### src/rtl/branch_resolve_queue.sv
// ---------------------------------------------------------------------------
// branch_resolve_queue
//   Tracks predicted branches in fetch order and resolves them in order
//   against execute-stage outcomes. Each accepted resolve produces a
//   one-cycle predictor training pulse; a wrong prediction additionally
//   produces a one-cycle fetch redirect and discards every younger entry.
//
// Parameters
//   DEPTH              number of in-flight entries (power of two, >= 2)
//
// Ports
//   clk, rst_n         clock, asynchronous active-low reset
//   enq_valid_i        fetch presents a predicted branch
//   enq_pc_i           branch PC
//   enq_pred_taken_i   predicted direction
//   enq_pred_target_i  predicted target
//   enq_ready_o        queue not full (accept = enq_valid_i & enq_ready_o)
//   res_valid_i        execute resolves the oldest branch
//   res_taken_i        actual direction
//   res_target_i       actual target
//   flush_i            pipeline flush, empties the queue, highest priority
//   upd_valid_o        training pulse, one cycle after an accepted resolve
//   upd_pc_o           PC of the resolved branch
//   upd_taken_o        actual direction of the resolved branch
//   mispredict_o       redirect pulse, one cycle after a wrong prediction
//   redirect_pc_o      correct fetch address (target, or PC + 4)
//   count_o            current occupancy
//   err_underflow_o    sticky: resolve seen while empty (cleared by reset)
//
// Optional feature (macro BRQ_STATS_EN)
//   stat_branches_o    saturating count of accepted resolves
//   stat_mispredicts_o saturating count of mispredicting resolves
// ---------------------------------------------------------------------------
module branch_resolve_queue #(
   parameter int DEPTH = 8
) (
   input  logic                     clk,
   input  logic                     rst_n,
   input  logic                     enq_valid_i,
   input  logic [31:0]              enq_pc_i,
   input  logic                     enq_pred_taken_i,
   input  logic [31:0]              enq_pred_target_i,
   output logic                     enq_ready_o,
   input  logic                     res_valid_i,
   input  logic                     res_taken_i,
   input  logic [31:0]              res_target_i,
   input  logic                     flush_i,
   output logic                     upd_valid_o,
   output logic [31:0]              upd_pc_o,
   output logic                     upd_taken_o,
   output logic                     mispredict_o,
   output logic [31:0]              redirect_pc_o,
   output logic [$clog2(DEPTH):0]   count_o,
`ifdef BRQ_STATS_EN
   output logic                     err_underflow_o,
   output logic [31:0]              stat_branches_o,
   output logic [31:0]              stat_mispredicts_o
`else
   output logic                     err_underflow_o
`endif
);

   localparam int AW = $clog2(DEPTH);

   // Entry payload; no reset needed, validity is carried by the pointers.
   logic [31:0]   pc_mem     [DEPTH];
   logic          taken_mem  [DEPTH];
   logic [31:0]   target_mem [DEPTH];

   logic [AW:0]   wr_ptr;
   logic [AW:0]   rd_ptr;

   logic          full;
   logic          empty;
   logic [31:0]   head_pc;
   logic          head_taken;
   logic [31:0]   head_target;
   logic          res_fire;
   logic          mispredict;
   logic          enq_fire;

   always_comb begin
      full        = (wr_ptr[AW-1:0] == rd_ptr[AW-1:0]) && (wr_ptr[AW] != rd_ptr[AW]);
      empty       = (wr_ptr == rd_ptr);
      enq_ready_o = !full;
      count_o     = wr_ptr - rd_ptr;

      head_pc     = pc_mem[rd_ptr[AW-1:0]];
      head_taken  = taken_mem[rd_ptr[AW-1:0]];
      head_target = target_mem[rd_ptr[AW-1:0]];

      // Flush outranks everything, so a resolve under flush is not a resolve.
      res_fire    = res_valid_i && !empty && !flush_i;
      mispredict  = res_fire &&
                    ((head_taken != res_taken_i) ||
                     (head_taken && res_taken_i && (head_target != res_target_i)));
      // Full is judged on registered state only: a same-cycle pop never
      // makes room for a push. Flush and mispredict drop the push.
      enq_fire    = enq_valid_i && !full && !flush_i && !mispredict;
   end

   always_ff @(posedge clk) begin
      if (enq_fire) begin
         pc_mem[wr_ptr[AW-1:0]]     <= enq_pc_i;
         taken_mem[wr_ptr[AW-1:0]]  <= enq_pred_taken_i;
         target_mem[wr_ptr[AW-1:0]] <= enq_pred_target_i;
      end
   end

   always_ff @(posedge clk or negedge rst_n) begin
      if (!rst_n) begin
         wr_ptr          <= '0;
         rd_ptr          <= '0;
         upd_valid_o     <= 1'b0;
         upd_pc_o        <= '0;
         upd_taken_o     <= 1'b0;
         mispredict_o    <= 1'b0;
         redirect_pc_o   <= '0;
         err_underflow_o <= 1'b0;
      end else begin
         // Emptying is done by catching the read pointer up to the write
         // pointer, which keeps both pointers on their modulo-2*DEPTH path.
         if (flush_i || mispredict) begin
            rd_ptr <= wr_ptr;
         end else begin
            if (res_fire) rd_ptr <= rd_ptr + 1'b1;
            if (enq_fire) wr_ptr <= wr_ptr + 1'b1;
         end

         upd_valid_o  <= res_fire;
         mispredict_o <= mispredict;
         if (res_fire) begin
            upd_pc_o    <= head_pc;
            upd_taken_o <= res_taken_i;
         end
         if (mispredict) begin
            redirect_pc_o <= res_taken_i ? res_target_i : head_pc + 32'd4;
         end

         if (res_valid_i && empty && !flush_i) err_underflow_o <= 1'b1;
      end
   end

`ifdef BRQ_STATS_EN
   always_ff @(posedge clk or negedge rst_n) begin
      if (!rst_n) begin
         stat_branches_o    <= '0;
         stat_mispredicts_o <= '0;
      end else begin
         if (res_fire && (stat_branches_o != '1))
            stat_branches_o <= stat_branches_o + 32'd1;
         if (mispredict && (stat_mispredicts_o != '1))
            stat_mispredicts_o <= stat_mispredicts_o + 32'd1;
      end
   end
`endif

endmodule

### config.mk
export PLATFORM = sky130hd
export DESIGN_NAME = branch_resolve_queue
export DESIGN_NICKNAME = d
export VERILOG_FILES = /design/src/rtl/branch_resolve_queue.sv
export SDC_FILE = /design/constraint.sdc
export NUM_CORES = 1
export LEC_CHECK = 0
export CAP_MARGIN = 20
export CELL_PAD_IN_SITES_DETAIL_PLACEMENT = 0
export CELL_PAD_IN_SITES_GLOBAL_PLACEMENT = 2
export CORE_MARGIN = 1
export CORE_UTILIZATION = 31
export CTS_CLUSTER_SIZE = 8
export DETAILED_ROUTE_END_ITERATION = 10
export PLACE_DENSITY = 0.67
export SLEW_MARGIN = 20
export SYNTH_ARGS = -nofsm -noshare
export SYNTH_HDL_FRONTEND = slang
export SYNTH_SLANG_ARGS = --single-unit
### constraint.sdc
create_clock -name clk -period 14.1 [get_ports clk]
set_input_delay 1.41 -clock clk [delete_from_list [all_inputs] [get_ports clk]]
set_output_delay 1.41 -clock clk [all_outputs]
set_load 0.02 [all_outputs]
---- Word-level counts from Yosys, hierarchy flattened ----
Memory sizes are Yosys's and may differ from the RTL's.
Index checks and enable logic that the tools add are counted.
storage, ports and cells
  logic and storage cells ................. 45
  RAM bits ................................ 520
  output and inout port bits .............. 73
  memories ................................ 3
  bits in registers ....................... 76
operators by class
  reduce and logical (&&, ||, !) cells .... 19
  $add $sub $neg .......................... 4
  muxes and demuxes ....................... 5
  bitwise gates (word level) .............. 1
  eq/ne operators ......................... 5
memory list
  name        words  bits a word  read ports  clocked after memory_dff  wr ports  line  source
  pc_mem      8      32           1           0                         1         66    logic [31:0] pc_mem [DEPTH];
  target_mem  8      32           1           0                         1         68    logic [31:0] target_mem [DEPTH];
  taken_mem   8      1            1           0                         1         67    logic taken_mem [DEPTH];
operator list
  cell                     count
  $add A32 B3 Y32 const B  1
  $mux W32                 1
  $ne A32 B32 Y1           1
  $logic_and A1 B1 Y1      11
  $add A4 B1 Y4 const B    2
  $mux W4                  2
  $eq A4 B4 Y1             1
  $logic_not A1 Y1         4
  $sub A4 B4 Y4            1
  $eq A3 B3 Y1             1
  $logic_or A1 B1 Y1       2
  $mux W1                  2
  $ne A1 B1 Y1             2
  $reduce_and A2 Y1        1
  $reduce_bool A2 Y1       1
  $not A1 Y1               1

---- Depth between registers and ports, before layout ----
  word-level depth ........................ 9
  mapped depth ............................ 17
  depth with buffers taken out ............ 10

---- Worst setup path after synthesis ----
Ideal clock, no wire load.
  path kind ............................... register to register
  start ................................... register rd_ptr[2]
  end ..................................... memory pc_mem[0][0], enable pin
  setup time .............................. 0.648 ns
  data required time ...................... 13.452 ns
  period minus slack after synthesis ...... 10.188 ns
  stages on the path, launching flop included .. 17
  arrival ................................. 9.540 ns
  path slack .............................. 3.912 ns
  path through ............................ dfrtp_1 > inv_1 > clkbuf_8 > buf_2 > buf_2 > buf_2 > clkbuf_1 > ha_1 > nand2_1 > or3_1 > nand2_1 > clkinv_1 > o21ai_1 > buf_2 > buf_2 > nand3_1 > nor4_1
on the way
  longest elaborated chain between the ends .. 9
ends and longest elaborated chain
  item                               line  source
  from (decl)                        71    logic [AW:0] rd_ptr;
  from (signal assigned)             124   rd_ptr <= wr_ptr;
  from (signal assigned)             126   if (res_fire) rd_ptr <= rd_ptr + 1'b1;
  $eq A4 B4 Y1                       84    empty = (wr_ptr == rd_ptr);
  $logic_not A1 Y1                   93    res_fire = res_valid_i && !empty && !flush_i;
  $logic_and A1 B1 Y1 (2 in series)  93
  net res_fire                       78    logic res_fire;
  $logic_and A1 B1 Y1                94    mispredict = res_fire &&
  $logic_not A1 Y1                   99    enq_fire = enq_valid_i && !full && !flush_i && !mispredict;
  $logic_and A1 B1 Y1                99
  $mux W1                            103   if (enq_fire) begin
  $mux W1 (implied by the code)      104   pc_mem[wr_ptr[AW-1:0]] <= enq_pc_i;
  to (decl)                          66
The timed path passes the listed nets, and every way through them passes these cells.

---- Worst setup path after layout ----
  start ................................... register rd_ptr[0]
  end ..................................... memory pc_mem[2][24], enable pin
on the way
  longest elaborated chain between the ends .. 9
ends and longest elaborated chain
  item                                                              line    source
  $mem_v2 Z8 W32, or another cell as far along                      -
  $ne A32 B32 Y1, or another cell as far along                      96      (head_taken && res_taken_i && (head_target != res_target_i)));
  $logic_and A1 B1 Y1 (on tied branches)                            96, 93
  $logic_or A1 B1 Y1 / $logic_and A1 B1 Y1 (equally long branches)  95, 93
  $logic_and A1 B1 Y1                                               94
  $logic_not A1 Y1                                                  99
  $logic_and A1 B1 Y1 (*)                                           99
  $mux W1 (*)                                                       103
  $mux W1 (implied by the code) (*)                                 104
Every way passes the cells marked *; elsewhere a longest branch is shown, timed or not.

==> results list <==
* Worst reg2reg setup slack: 6.98 ns
- When the netlist entered floorplanning its net count stood at 1398.
- Worst-case headroom to the max-slew limit: 0.247
- Final period utilization: 0.505
* Critical Path RT: 14.33 ns
- Port buffer count: 175
- Arithmetic-cell share of the synthesized area counting full adders, half adders and majority gates: 0.00449
- Combinational share of power: 0.318
* Number of placement rows: approximately 100
- Buffers inserted by post-CTS timing repair: 0
- The core region is 76200 sq um.
* Overall Global Routing Usage: 0.164
* Crit path from: rd_ptr[0]
- The total overflow left after global routing is 0.
- Final antenna diode count: 0
- Counting along the longest clock path gives a buffer depth of 3.
* Final period demand of the worst path: between 7 and 8 ns
* Fraction of synthesized cell area in xor and xnor cells: 0.0194
* Initial antenna violation count: 5
- Antenna violation net count after detailed routing: 0
- Startpoint of the worst register-to-register path: rd_ptr[0]
* Count of filler cells inserted in the layout: 6939
* Clock root buffer master: sky130_fd_sc_hd__clkbuf_16
* Number of design-rule violations left by the first detailed-router iteration: about 1000
* Count of final setup violators: 0
- Cell area power density: 208 nW/um^2
- The final max-slew violation count was 0.
- Initial Utilization: 0.314
- Routed via count: 12700
- The share of total power dissipated in the clock network is 0.300.
- Routed WL: around 64 mm
- Flip-flop and latch count after synthesis: 596
* RSZ-0062 raised after global routing: false
* Height of the die: 280 um
- For the worst-skew pair, the clock arrives at the later sink with an insertion delay of about 0.6 ns.
- Multi-input logic area: 6080 sq um
- The final number of hold-violating endpoints is 0.
- Total half-perimeter wirelength after legalization and detailed placement: 40.7 mm
- Final hold analysis gives a worst-case slack of 0.476 ns.
* Number of resized instances in the post-cts repair step: 0
- Averaged over all synthesized cells, the footprint is between 15 and 20 sq um.
- In the routed design, unresolved DRC markers number 0.
* TritonCTS sink count: 596
- Synth async-reset ratio: 0.128
- Measured against the total synthesized area, the mux share comes to 0.154.
* Seq/Total Area, Yosys: 0.731
* Reg area: 17500 sq um
- Entering global routing, the biggest net connects 58 pins.
* Status: finished clean
* Largest family of logic cells by synthesized area: multiplexers
- Switching fraction of total power: 0.324
* EDFF count, synth: 520
* CP startpoint kind: flip-flop
- The number of hold buffers added after CTS was 0.
* Number of nets in the final layout: 1622
* Clock transition at the registers of the reported paths: 0.05 ns
* Vias in the first global route: 13300
- The H-tree was split into 3 levels.
- The number of different library cells used by synthesis comes to 58.
- Internal power comes to 4.11 mW.
* LEAKAGE: 9.89 nW
* Die boundary width: 280 um
- Termination of the worst setup path: pc_mem[2][24]
* Maximum vdd drop: 0.000101 V
- TritonCTS created 84 clock buffers.
- CP max FO: 46
* Global-route wire length before repair: roughly 93 mm
- The area growth from synthesis to layout is 21.9%.
- Counting every instance in the synthesized netlist gives 1287.
- Total negative setup slack: 0 ns
* Type of the setup path with the least slack: flip-flop to flip-flop
* Transition at the pin with the smallest max-transition slack: 1.13 ns
* Worst Setup End Kind: flip-flop
- Count of cells along the worst register-to-register path: 13
* Seq pwr share: 0.382
* Proportion of layout cells with a drive suffix above 1: 0.166
* Final weighted congestion in routability-driven placement: 0.788
- In this run the cell area measured after placement is approximately 27000 sq um.
- Number of maximum-capacitance constraint violations: 0
- TritonCTS clock tree: yes
- ~180 I/O pins were placed.
- Overall power consumption after layout is estimated at approximately 6.1 mW.
- The worst hold path belongs to the class flip-flop to flip-flop.
- Routed wire length per instance: 24.6 um
- Setup Skew: between 0.02 and 0.025 ns
* Post-route standard cell area excluding fillers: approximately 29000 sq um
* Synthesized-area fraction occupied by ao, oa, aoi and oai cells: 0.0315
* Area of the die: between 70000 and 80000 sq um
- Area of the mapped netlist: about 24000 sq um
- Based on the critical path, the design can be clocked at up to between 100 and 150 MHz.
* Number of search-and-repair iterations in the first detailed-routing pass: 4
- For this run, the leading register cell type out of synthesis is sky130_fd_sc_hd__edfxtp_1.
* Syn. warnings: 0
- Switching power of the nets: 1.97 mW
- Capturing point of the worst reg2reg path: pc_mem[2][24]
* Per-cell via count in the routed design: 4.90
- Synth Area in Simple Gates: 0.0426
- Data arrival time at the worst-slack endpoint: 7.35 ns
## state kept, by name, summed over array words and instances, names as in the netlist
| register | flops |
|---|---|
| err_underflow_o | 1 |
| mispredict_o | 1 |
| pc_mem | 256 |
| rd_ptr | 4 |
| redirect_pc_o | 32 |
| taken_mem | 8 |
| target_mem | 256 |
| upd_pc_o | 32 |
| upd_taken_o | 1 |
| upd_valid_o | 1 |
| wr_ptr | 4 |
## stage by stage
stage | util | setup WS [ns] | cells
2_1_floorplan | - | 3.91 | 1287
3_3_place_gp | 0.352 | 6.89 | 2455
3_5_place_dp | 0.352 | 6.84 | 2455
4_1_cts | 0.383 | 6.84 | 2583
5_1_grt | 0.383 | 6.44 | 2583
6_report | 0.383 | 6.98 | 2583
## power groups by stage
stage | clock network (mW) | registers, mW | logic [mW]
floorplan | 0 | 2.37 | 1.19
global placement | 0 | 2.35 | 1.96
detailed placement | 0 | 2.36 | 1.97
CTS | 1.87 | 2.33 | 1.97
global route | 1.95 | 2.35 | 2.08
finish | 1.83 | 2.32 | 1.94
## worst min path at each step
stage,from,to,cells past startpoint
after CTS,upd_taken_o,upd_taken_o,2
after detailed placement,upd_taken_o,upd_taken_o,2
after floorplan,wr_ptr[3],wr_ptr[3],1
after global routing,upd_taken_o,upd_taken_o,2
final,upd_taken_o,upd_taken_o,2
after global placement,upd_pc_o[11],upd_pc_o[11],2
## kinds of logic after synthesis
group,count (synthesis)
AOI/OAI and AO/OA,127
xor gates and xnor gates,53
adders and majority gates,8
buffers and inverters,72
DFF,596
muxes,220
and+or+nand+nor,211
## cell usage after synthesis (12+ instances only)
cell                         n  area share
sky130_fd_sc_hd__a21oi_1    20      0.0042
sky130_fd_sc_hd__buf_2      19      0.0040
sky130_fd_sc_hd__clkbuf_1   19      0.0030
sky130_fd_sc_hd__dfrtp_1    76       0.079
sky130_fd_sc_hd__edfxtp_1  520        0.65
sky130_fd_sc_hd__mux2_2     28       0.013
sky130_fd_sc_hd__mux2i_1    82       0.034
sky130_fd_sc_hd__mux4_1     18       0.020
sky130_fd_sc_hd__mux4_2     92       0.086
sky130_fd_sc_hd__nand2_1    93       0.015
sky130_fd_sc_hd__nand3_1    14      0.0029
sky130_fd_sc_hd__nor2_1     36      0.0056
sky130_fd_sc_hd__nor4_1     12      0.0031
sky130_fd_sc_hd__o21ai_0    71       0.015
sky130_fd_sc_hd__or3_1      13      0.0034
sky130_fd_sc_hd__xnor2_1    21      0.0077
sky130_fd_sc_hd__xor2_1     32       0.012
## metal layers
layer  global-route usage  vias to the layer above  part of all wire
met5                    0                        -           0.00069
met3               0.0365                       79             0.056
met4               0.0398                        8             0.015
li1                     -                     5580                 -
met1                0.227                     6631              0.45
met2                0.264                      354              0.47
## cells in the final DEF (no fill, tap or decap), types with 3 or more instances in the layout
cell	instances
sky130_fd_sc_hd__mux2i_1	82
sky130_fd_sc_hd__nor4_2	6
sky130_fd_sc_hd__o211ai_1	3
sky130_fd_sc_hd__nand3_1	14
sky130_fd_sc_hd__nor4_1	8
sky130_fd_sc_hd__buf_4	25
sky130_fd_sc_hd__nand4_1	4
sky130_fd_sc_hd__clkbuf_1	39
sky130_fd_sc_hd__nor2_1	36
sky130_fd_sc_hd__and4_1	3
sky130_fd_sc_hd__o22ai_1	6
sky130_fd_sc_hd__and2_1	4
sky130_fd_sc_hd__ha_1	7
sky130_fd_sc_hd__o21ai_0	71
sky130_fd_sc_hd__and4_4	3
sky130_fd_sc_hd__and3_1	6
sky130_fd_sc_hd__xnor2_1	21
sky130_fd_sc_hd__inv_1	6
sky130_fd_sc_hd__nor3_1	6
sky130_fd_sc_hd__nor2b_1	4
sky130_fd_sc_hd__dfrtp_1	73
sky130_fd_sc_hd__xor2_1	32
sky130_fd_sc_hd__clkinv_1	3
sky130_fd_sc_hd__a22oi_1	3
sky130_fd_sc_hd__nand2_1	92
sky130_fd_sc_hd__edfxtp_1	520
sky130_fd_sc_hd__or3_1	13
sky130_fd_sc_hd__mux4_1	18
sky130_fd_sc_hd__a31oi_1	3
sky130_fd_sc_hd__a21oi_1	20
sky130_fd_sc_hd__a22o_1	10
sky130_fd_sc_hd__mux2_2	28
sky130_fd_sc_hd__clkdlybuf4s50_1	173
sky130_fd_sc_hd__clkbuf_16	87
sky130_fd_sc_hd__mux4_2	92
## layout make-up
cell class | count | area share
inverters | 11 | 0.00141
clock buffers | 126 | 0.0795
flip-flops and latches | 596 | 0.600
clock inverters | 2 | 0.00133
repair buffers | 199 | 0.0659
multi-input cells | 619 | 0.208
well taps | 1030 | 0.0441
## critical path, cell delays in order, from the launching register on
cell and delay, ns:
sky130_fd_sc_hd__dfrtp_4 0.97, sky130_fd_sc_hd__buf_4 0.82, sky130_fd_sc_hd__buf_4 0.63, sky130_fd_sc_hd__mux4_2 0.57
sky130_fd_sc_hd__mux2i_1 0.17, sky130_fd_sc_hd__xnor2_1 0.09, sky130_fd_sc_hd__nor4_1 0.31, sky130_fd_sc_hd__a41oi_1 0.26
sky130_fd_sc_hd__o21ai_4 0.74, sky130_fd_sc_hd__buf_4 0.44, sky130_fd_sc_hd__nand3_1 0.30, sky130_fd_sc_hd__nor4_2 0.21
sky130_fd_sc_hd__buf_4 0.41, sky130_fd_sc_hd__buf_4 0.66
Note: power is estimated with default switching activity, not from simulation.
